===== src/rtl/mux_wb_seq_if.sv =====
// Writeback-select handshake bundle: control/source inputs toward the mux and
// the registered write request back toward the register bank.
interface mux_wb_seq_if #(
    parameter int WIDTH   = 32,
    parameter int NUM_SRC = 6,
    parameter int SEL_W   = 4
);
    logic                     start;
    logic                     pair;
    logic [SEL_W-1:0]         sel;
    logic [NUM_SRC*WIDTH-1:0] src_bus;
    logic                     wr_ack;
    logic [WIDTH-1:0]         out;
    logic                     wr_en;
    logic                     beat;
    logic                     busy;
    logic                     done;
    logic                     sel_err;

    modport master (
        output start, pair, sel, src_bus, wr_ack,
        input  out, wr_en, beat, busy, done, sel_err
    );

    modport slave (
        input  start, pair, sel, src_bus, wr_ack,
        output out, wr_en, beat, busy, done, sel_err
    );
endinterface


===== src/rtl/mux_wb_seq.sv =====
// Registered writeback-source select: latches a source index on start, then
// issues one (or, in pair mode, two consecutive) held write requests to the bank.
module mux_wb_seq #(
    parameter int          WIDTH   = 32,
    parameter int          NUM_SRC = 6,
    parameter int          SEL_W   = 4,
    parameter int unsigned CONST_A = 227,
    parameter int unsigned CONST_B = 0,
    parameter int unsigned CONST_C = 1
) (
    input  logic         clk,
    input  logic         reset,
    mux_wb_seq_if.slave  bus
);
    localparam int NUM_CODES = NUM_SRC + 3;

    typedef enum logic [1:0] {S_IDLE, S_CAPTURE, S_WRITE, S_DONE} state_t;

    state_t           state;
    logic [SEL_W-1:0] sel_q;
    logic             pair_q;
    logic [WIDTH-1:0] out_q;
    logic             wr_en_q;
    logic             beat_q;
    logic             busy_q;
    logic             done_q;
    logic             sel_err_q;

    // A pair request needs both sel and sel+1 to decode, so it is rejected up front.
    function automatic logic legal(input logic [SEL_W-1:0] s, input logic p);
        int v;
        v = int'(s);
        return (v < NUM_CODES) && (!p || (v + 1 < NUM_CODES));
    endfunction

    function automatic logic [WIDTH-1:0] decode(input logic [SEL_W-1:0]         s,
                                                input logic [NUM_SRC*WIDTH-1:0] srcs);
        logic [WIDTH-1:0] val;
        int               v;
        v   = int'(s);
        val = '0;
        for (int i = 0; i < NUM_SRC; i++) begin
            if (v == i) val = srcs[i*WIDTH +: WIDTH];
        end
        if (v == NUM_SRC)     val = WIDTH'(CONST_A);
        if (v == NUM_SRC + 1) val = WIDTH'(CONST_B);
        if (v == NUM_SRC + 2) val = WIDTH'(CONST_C);
        return val;
    endfunction

    always_ff @(posedge clk or negedge reset) begin
        if (!reset) begin
            state     <= S_IDLE;
            sel_q     <= '0;
            pair_q    <= 1'b0;
            out_q     <= '0;
            wr_en_q   <= 1'b0;
            beat_q    <= 1'b0;
            busy_q    <= 1'b0;
            done_q    <= 1'b0;
            sel_err_q <= 1'b0;
        end else begin
            case (state)
                S_IDLE: begin
                    if (bus.start) begin
                        if (legal(bus.sel, bus.pair)) begin
                            sel_q     <= bus.sel;
                            pair_q    <= bus.pair;
                            sel_err_q <= 1'b0;
                            busy_q    <= 1'b1;
                            state     <= S_CAPTURE;
                        end else begin
                            sel_err_q <= 1'b1;
                        end
                    end
                end
                // Sources are sampled only here; out stays frozen for the whole WRITE.
                S_CAPTURE: begin
                    out_q   <= decode(sel_q, bus.src_bus);
                    wr_en_q <= 1'b1;
                    state   <= S_WRITE;
                end
                S_WRITE: begin
                    if (bus.wr_ack) begin
                        wr_en_q <= 1'b0;
                        if (pair_q && !beat_q) begin
                            sel_q  <= sel_q + SEL_W'(1);
                            beat_q <= 1'b1;
                            state  <= S_CAPTURE;
                        end else begin
                            busy_q <= 1'b0;
                            done_q <= 1'b1;
                            state  <= S_DONE;
                        end
                    end
                end
                S_DONE: begin
                    done_q <= 1'b0;
                    beat_q <= 1'b0;
                    state  <= S_IDLE;
                end
                default: state <= S_IDLE;
            endcase
        end
    end

    assign bus.out     = out_q;
    assign bus.wr_en   = wr_en_q;
    assign bus.beat    = beat_q;
    assign bus.busy    = busy_q;
    assign bus.done    = done_q;
    assign bus.sel_err = sel_err_q;
endmodule


===== src/flat_wrapper.sv =====
// flat-port wrapper written by rule: the top's interface ports become plain ports
module mux_wb_seq_flat 
#(
    parameter int          WIDTH   = 32,
    parameter int          NUM_SRC = 6,
    parameter int          SEL_W   = 4,
    parameter int unsigned CONST_A = 227,
    parameter int unsigned CONST_B = 0,
    parameter int unsigned CONST_C = 1
)
  (clk, reset, bus_start, bus_pair, bus_sel, bus_src_bus, bus_wr_ack, bus_out, bus_wr_en, bus_beat, bus_busy, bus_done, bus_sel_err);
  mux_wb_seq_if #(.WIDTH(WIDTH), .NUM_SRC(NUM_SRC), .SEL_W(SEL_W)) bus_i ();
  input  logic clk;
  input  logic reset;
  input wire logic [$bits(bus_i.start)-1:0] bus_start;
  input wire logic [$bits(bus_i.pair)-1:0] bus_pair;
  input wire logic [$bits(bus_i.sel)-1:0] bus_sel;
  input wire logic [$bits(bus_i.src_bus)-1:0] bus_src_bus;
  input wire logic [$bits(bus_i.wr_ack)-1:0] bus_wr_ack;
  output wire logic [$bits(bus_i.out)-1:0] bus_out;
  output wire logic [$bits(bus_i.wr_en)-1:0] bus_wr_en;
  output wire logic [$bits(bus_i.beat)-1:0] bus_beat;
  output wire logic [$bits(bus_i.busy)-1:0] bus_busy;
  output wire logic [$bits(bus_i.done)-1:0] bus_done;
  output wire logic [$bits(bus_i.sel_err)-1:0] bus_sel_err;
  assign bus_i.start = bus_start;
  assign bus_i.pair = bus_pair;
  assign bus_i.sel = bus_sel;
  assign bus_i.src_bus = bus_src_bus;
  assign bus_i.wr_ack = bus_wr_ack;
  assign bus_out = bus_i.out;
  assign bus_wr_en = bus_i.wr_en;
  assign bus_beat = bus_i.beat;
  assign bus_busy = bus_i.busy;
  assign bus_done = bus_i.done;
  assign bus_sel_err = bus_i.sel_err;
  mux_wb_seq #(.WIDTH(WIDTH), .NUM_SRC(NUM_SRC), .SEL_W(SEL_W), .CONST_A(CONST_A), .CONST_B(CONST_B), .CONST_C(CONST_C)) u_core (.clk(clk), .reset(reset), .bus(bus_i));
endmodule

===== config.mk =====
export PLATFORM = sky130hd
export DESIGN_NAME = mux_wb_seq_flat
export DESIGN_NICKNAME = d
export VERILOG_FILES = /design/src/rtl/mux_wb_seq_if.sv /design/src/rtl/mux_wb_seq.sv /design/src/flat_wrapper.sv
export SDC_FILE = /design/constraint.sdc
export NUM_CORES = 1
export LEC_CHECK = 0
export BUFFER_PORTS_ARGS = -buffer_cell sky130_fd_sc_hd__buf_2
export CAP_MARGIN = 20
export CORE_ASPECT_RATIO = 1.2
export CORE_MARGIN = 3
export CORE_UTILIZATION = 43
export DETAILED_ROUTE_END_ITERATION = 12
export GPL_ROUTABILITY_DRIVEN = 0
export GPL_TIMING_DRIVEN = 0
export PLACE_DENSITY = 0.82
export SYNTH_ARGS = -nofsm -noshare
export SYNTH_HDL_FRONTEND = slang
export SYNTH_SLANG_ARGS = --single-unit

===== constraint.sdc =====
create_clock -name clk -period 2.27 [get_ports clk]
set_input_delay 0.227 -clock clk [delete_from_list [all_inputs] [get_ports clk]]
set_output_delay 0.227 -clock clk [all_outputs]
set_load 0.03 [all_outputs]

==> Word level (Yosys, flattened, before mapping) <==
Index checks and enable logic that the tools add are counted.
{ "totals": {"out_inout_bits": 37, "register_bits": 44} }
{ "classes": {"reduce_logical": 18, "eq_ne": 16, "add_sub_neg": 2, "n_lt_le_gt_ge": 2, "n_mux": 33} }
{ "ops": {"columns": ["op", "n"], "rows": [
  ["$mux 32", 9],
  ["$lt 32x5->1 const B", 1],
  ["$eq 4x4->1 const B", 5],
  ["$mux 4", 4],
  ["$reduce_and 3->1", 4],
  ["$mux 1", 10],
  ["$reduce_and 5->1", 2],
  ["$eq 4x3->1 const B", 2],
  ["$mux 2", 4],
  ["$pmux 1 s2", 4],
  ["$pmux 2 s4", 1],
  ["$pmux 4 s2", 1],
  ["$ne 2x2->1 const B", 3],
  ["$reduce_bool 2->1", 3],
  ["$add 4x1->5 const B", 1],
  ["$add 4x1->4 const B", 1],
  ["$eq 2x2->1 const B", 2],
  ["$eq 4x2->1 const B", 1],
  ["$logic_not 4->1", 1],
  ["$lt 4x4->1 const B", 1],
  ["$ne 2x1->1 const B", 2],
  ["$reduce_and 2->1", 2],
  ["$eq 2x1->1 const B", 1],
  ["$logic_and 1x1->1", 2],
  ["other kinds (3)", 4]
]} }

==> Depth between registers and ports, before layout <==
{ "logic_depth": {"depth_word": 10, "ltp_mapped": 8, "mapped_depth_nobuf": 6} }

==> Worst setup path before layout <==
OpenSTA, ideal clock, no wires.
{ "synth_path": {"kind": "reg-to-reg", "start": "register u_core.sel_q[0]", "end": "register u_core.out_q[16] (netlist: u_core.bus.out[16])", "synth_period_minus_slack_ns": 1.902, "t_arrival_ns": 1.812, "n_path_buf": 2, "t_required_ns": 2.180, "path_slack_ns": 0.368, "setup_time_ns": 0.090, "path_stages_with_launch": 7, "cell_sequence": "dfrtp_1 -> ha_1 -> clkbuf_1 -> a221oi_4 -> o21ai_4 -> buf_6 -> o31ai_4"} }
{ "synth_via": {"elab_chain_len": 10, "elab_cells_between_ends": 18} }
{ "synth_rtl": {"columns": ["item", "line_no", "text"], "rows": [
  ["from (decl)", "mux_wb_seq.sv:20", "logic [SEL_W-1:0] sel_q;"],
  ["from (signal assigned)", "mux_wb_seq.sv:67", "sel_q <= bus.sel;"],
  ["from (signal assigned)", "mux_wb_seq.sv:87", "sel_q <= sel_q + SEL_W'(1);"],
  ["$logic_not 4->1", "mux_wb_seq.sv:43", "if (v == i) val = srcs[i*WIDTH +: WIDTH];"],
  ["$mux 32 (6 in series)", "mux_wb_seq.sv:43", null],
  ["$mux 32", "mux_wb_seq.sv:45", "if (v == NUM_SRC) val = WIDTH'(CONST_A);"],
  ["$mux 32", "mux_wb_seq.sv:46", "if (v == NUM_SRC + 1) val = WIDTH'(CONST_B);"],
  ["$mux 32 (*)", "mux_wb_seq.sv:47", "if (v == NUM_SRC + 2) val = WIDTH'(CONST_C);"],
  ["to (signal assigned)", "mux_wb_seq.sv:79", "out_q <= decode(sel_q, bus.src_bus);"],
  ["to (decl)", "mux_wb_seq.sv:22", "logic [WIDTH-1:0] out_q;"]
]} }
Every way passes the cells marked *; elsewhere a longest branch is shown, timed or not.
A chain may end at the register's enable or synchronous reset.

==> Final worst setup path <==
{ "layout_path": {"start": "register u_core.sel_q[0]", "end": "register u_core.out_q[22] (netlist: u_core.bus.out[22])"} }
Same word-level chain as after synthesis.

==> flow_summary.html <==
<table>
<tr><th>Metric</th><th>Value</th></tr>
<tr><th colspan="2">Pwr</th></tr>
<tr><td>Max IR drop VDD</td><td>0.887 mV</td></tr>
<tr><td>Combinational power share</td><td>72.7%</td></tr>
<tr><td>Sequential Power Share</td><td>19.9%</td></tr>
<tr><td>Leak pwr</td><td>2.43 nW</td></tr>
<tr><td>Switching share of power</td><td>52.6%</td></tr>
<tr><td>Net switching power of the design</td><td>3.77 mW</td></tr>
<tr><td>Clk pwr share</td><td>7.4%</td></tr>
<tr><td>Power density over cell area</td><td>1410 mW/mm2</td></tr>
<tr><td>Power Internal</td><td>3.39 mW</td></tr>
<tr><th colspan="2">Die</th></tr>
<tr><td>Die area</td><td>0.00948 mm2</td></tr>
<tr><td>Num ports</td><td>238</td></tr>
<tr><td>Area of the placeable core</td><td>0.00788 mm2</td></tr>
<tr><td>Horizontal extent of the die</td><td>89.4 um</td></tr>
<tr><td>Starting utilization of the core area</td><td>45.5%</td></tr>
<tr><td>Chip Height</td><td>106 um</td></tr>
<tr><td>Total number of placement rows</td><td>35</td></tr>
<tr><th colspan="2">Synthesis</th></tr>
<tr><td>Post-synth top area share</td><td>30.7%</td></tr>
<tr><td>Unique cell type count in the Yosys netlist</td><td>44</td></tr>
<tr><td>Leading cell types by count after synthesis</td><td>44 x sky130_fd_sc_hd__dfrtp_1, 40 x sky130_fd_sc_hd__a21oi_1, 36 x sky130_fd_sc_hd__a221oi_1</td></tr>
<tr><td>Sequential element share of the synthesized area</td><td>30.7%</td></tr>
<tr><td>Flip-flop and latch count after synthesis</td><td>44</td></tr>
<tr><td>Count of synthesis-stage warnings from yosys</td><td>0</td></tr>
<tr><td>Post-Syn Instances</td><td>409</td></tr>
<tr><td>Proportion of synthesized flip-flops having asynchronous set or reset</td><td>100%</td></tr>
<tr><td>Mean instance size in the synthesized netlist</td><td>8.78 um2</td></tr>
<tr><td>Leading cell type by number of instances after synthesis</td><td>sky130_fd_sc_hd__dfrtp_1</td></tr>
<tr><td>Net count of the mapped netlist</td><td>616</td></tr>
<tr><td>Top area cells in the synthesized netlist</td><td>sky130_fd_sc_hd__dfrtp_1 31%, sky130_fd_sc_hd__a221oi_1 8.8%, sky130_fd_sc_hd__a2bb2oi_1 6.8%</td></tr>
<tr><td>Synthesized area</td><td>0.00359 mm2</td></tr>
<tr><td>Primary flip-flop cell chosen by synthesis mapping</td><td>sky130_fd_sc_hd__dfrtp_1</td></tr>
<tr><td>Number of flops mapped to enable cells by yosys</td><td>0</td></tr>
<tr><td>Leading area contributor after synthesis</td><td>sky130_fd_sc_hd__dfrtp_1</td></tr>
<tr><th colspan="2">GRT</th></tr>
<tr><td>Antenna violations before repair</td><td>0</td></tr>
<tr><td>Wire length of the first global-routing pass</td><td>21100 um</td></tr>
<tr><td>Gr ovfl total</td><td>0</td></tr>
<tr><td>Overall routing resource usage</td><td>28.5%</td></tr>
<tr><td>Maximum number of pins on one net before global-route repair</td><td>45</td></tr>
<tr><td>Number of global-route vias before repair</td><td>4357</td></tr>
<tr><th colspan="2">Layout</th></tr>
<tr><td>Number of non-filler instances in the completed layout</td><td>748</td></tr>
<tr><td>Layout Utilization</td><td>64.4%</td></tr>
<tr><td>Proportion of layout cells with a drive suffix above 1</td><td>46.8%</td></tr>
<tr><td>Antenna diodes</td><td>0</td></tr>
<tr><td>Filler cell count in the final layout</td><td>716</td></tr>
<tr><td>Final-stage net count</td><td>862</td></tr>
<tr><td>Growth of design area from synthesis to finish</td><td>41.5%</td></tr>
<tr><th colspan="2">CTS</th></tr>
<tr><td>TritonCTS clock tree</td><td>built</td></tr>
<tr><td>TritonCTS buffer count</td><td>5</td></tr>
<tr><td>Clock-pin slew reported for the worst setup and hold paths after clock tree synthesis</td><td>90 ps</td></tr>
<tr><td>Sink count of the clock tree</td><td>44</td></tr>
<tr><td>Total number of H-tree levels</td><td>2</td></tr>
<tr><td>Clk Latency, worst-skew pair</td><td>300 ps</td></tr>
<tr><td>Largest buffer count on any clock path</td><td>2</td></tr>
<tr><td>Root Buffer</td><td>sky130_fd_sc_hd__clkbuf_8</td></tr>
<tr><th colspan="2">Worst setup path</th></tr>
<tr><td>Crit path launch</td><td>u_core.sel_q[0]</td></tr>
<tr><td>FF-to-FF Start</td><td>u_core.sel_q[0]</td></tr>
<tr><td>WP data required</td><td>2480 ps</td></tr>
<tr><td>Kind of start point of the critical path</td><td>flip-flop</td></tr>
<tr><td>Worst Path Max Fanout</td><td>10</td></tr>
<tr><td>Worst r2r dst</td><td>u_core.bus.out[22]</td></tr>
<tr><td>Number of cell instances on the worst register-to-register path</td><td>8</td></tr>
<tr><td>CP arrival</td><td>2370 ps</td></tr>
<tr><td>Slack of the worst reg-to-reg path</td><td>110 ps</td></tr>
<tr><td>Kind of capture point of the worst setup path</td><td>flip-flop</td></tr>
<tr><td>Critical path start-end classification</td><td>flip-flop to flip-flop</td></tr>
<tr><td>Capturing element of the worst setup path</td><td>u_core.bus.out[22]</td></tr>
<tr><th colspan="2">Timing</th></tr>
<tr><td>Achievable Freq</td><td>0.463 GHz</td></tr>
<tr><td>Period minus WS final</td><td>2160 ps</td></tr>
<tr><td>Number of failing setup endpoints in the final timing report</td><td>0</td></tr>
<tr><td>Skew final</td><td>7.46 ps</td></tr>
<tr><td>Actual transition at the worst max-transition pin</td><td>583 ps</td></tr>
<tr><td>Pins over their slew limit</td><td>0</td></tr>
<tr><td>Fin crit share</td><td>95.2%</td></tr>
<tr><td>Worst slew slack as a fraction of its limit</td><td>61.2%</td></tr>
<tr><td>Number of endpoints with negative hold slack in the final report</td><td>0</td></tr>
<tr><th colspan="2">Drt</th></tr>
<tr><td>Initial detailed-routing violation count</td><td>231</td></tr>
<tr><td>Vias after detailed routing</td><td>4537</td></tr>
<tr><td>DRC violation count after routing</td><td>0</td></tr>
<tr><td>Mean routed wirelength per cell</td><td>19.6 um</td></tr>
<tr><td>Drt pass-1 iters</td><td>6</td></tr>
<tr><td>Total wirelength of the detailed-routed design</td><td>14600 um</td></tr>
<tr><td>Vias per std cell</td><td>6.07</td></tr>
<tr><td>Detail Route Antenna Nets</td><td>0</td></tr>
<tr><th colspan="2">Flow run</th></tr>
<tr><td>Max-cap violations</td><td>0</td></tr>
<tr><th colspan="2">Placement</th></tr>
<tr><td>Placed cell count</td><td>738</td></tr>
<tr><td>DP HPWL</td><td>11200 um</td></tr>
<tr><td>Count of input and output buffers</td><td>237</td></tr>
<tr><th colspan="2">Outcome</th></tr>
<tr><td>Status</td><td>finished clean</td></tr>
<tr><th colspan="2">Hold path</th></tr>
<tr><td>Worst min-delay path category</td><td>input port to flip-flop</td></tr>
</table>
[through the flow]
step	setup WS [ps]	power, mW	setup TNS (ps)	area [um2]	hold WS, ps
final	110	7.16	0	5080	185
after global routing	-6.86	7.61	-6.88	5080	208
after CTS	4.81	7.03	0	5010	126
after detailed placement	-208	6.45	-2180	4890	455
after global placement	-190	6.30	-1300	4890	446
after floorplan	368	5.02	0	3590	-68.6
[layout by cell type, fill, tap and decap left out, drive strengths merged, types with 2 or more instances in the layout]
master	n
o32ai	4
o21ai	36
nand2	33
a31oi	2
clkbuf	35
nand2b	5
a22o	4
nand3	3
nor2	34
o221ai	2
a21oi	40
ha	6
o21a	27
dfrtp	44
a221oi	37
inv	11
nor3	5
o31ai	27
buf	251
a221o	2
nor2b	4
a2bb2oi	28
nor3b	3
[worst min-delay path by stage]
| stage | endpoint | from | slack, ps | cells after the start |
|---|---|---|---|---|
| after detailed placement | u_core.bus.out[2] | reset | 460 | 1 |
| final | u_core.pair_q | bus_pair | 180 | 2 |
| after CTS | u_core.bus.out[2] | reset | 130 | 1 |
| after floorplan | u_core.bus.beat | reset | -70 | 0 |
| after global routing | u_core.pair_q | bus_pair | 210 | 2 |
| after global placement | u_core.bus.out[2] | reset | 450 | 1 |
[worst max-delay path, cell delays in order, from the launching register on]
cell	delay (ps)
sky130_fd_sc_hd__dfrtp_2	460
sky130_fd_sc_hd__inv_1	130
sky130_fd_sc_hd__ha_2	280
sky130_fd_sc_hd__nor2b_1	140
sky130_fd_sc_hd__buf_2	210
sky130_fd_sc_hd__clkbuf_4	260
sky130_fd_sc_hd__a221oi_1	110
sky130_fd_sc_hd__o21a_1	240
sky130_fd_sc_hd__o31ai_4	210
[per-layer routing]
layer  part of all wire, %  up-vias  track usage (%)
met5                     0        -                0
met3                   9.5       37             5.58
met4                   2.9        0             10.1
li1                      -     2073                -
met1                    37     2114             34.3
met2                    50      313             49.5
[final cells by class]
| cell class | count | area, um2 | share of cell area [%] |
|---|---|---|---|
| multi-input cells | 313 | 2280 | 44.9 |
| repair buffers | 240 | 1220 | 24.1 |
| flip-flops and latches | 44 | 1100 | 21.7 |
| plain buffers | 40 | 221 | 4.36 |
| well taps | 92 | 115 | 2.27 |
| clock buffers | 7 | 86.3 | 1.70 |
| inverters | 11 | 41.3 | 0.813 |
| clock inverters | 1 | 7.51 | 0.148 |
[power by group through the flow]
| stage | Sequential (mW) | Combinational [mW] | Clock, mW |
|---|---|---|---|
| 4_1_cts | 1.41 | 5.08 | 0.534 |
| 2_1_floorplan | 2.00 | 3.02 | 0 |
| 6_report | 1.43 | 5.20 | 0.527 |
| 3_5_place_dp | 1.42 | 5.03 | 0 |
| 5_1_grt | 1.47 | 5.56 | 0.571 |
| 3_3_place_gp | 1.41 | 4.89 | 0 |
[registers in the layout (all words and copies together) (netlist names)]
signal,cells
u_core.bus.beat,1
u_core.bus.busy,1
u_core.bus.done,1
u_core.bus.out,32
u_core.bus.sel_err,1
u_core.bus.wr_en,1
u_core.pair_q,1
u_core.sel_q,4
u_core.state,2
[kinds of logic after synthesis]
kind of cell	synth area share, %
AO/OA/AOI/OAI	48.7
AND/OR/NAND/NOR	11.6
buffers and inverters	6.59
flip-flops	30.7
adder cells (fa/ha/maj)	2.09
multiplexers	0.279
[what timing repair did]
action / 4_1_cts / 5_1_grt
hold buffers: 0 / 1
setup buffers: 0 / 1
endpoints found under the setup margin: 28 / 31
hold endpoints to repair: 0 / 17
pin swaps: 0 / 1
resized for setup: 11 / 25
Note: power is estimated with default switching activity, not from simulation.
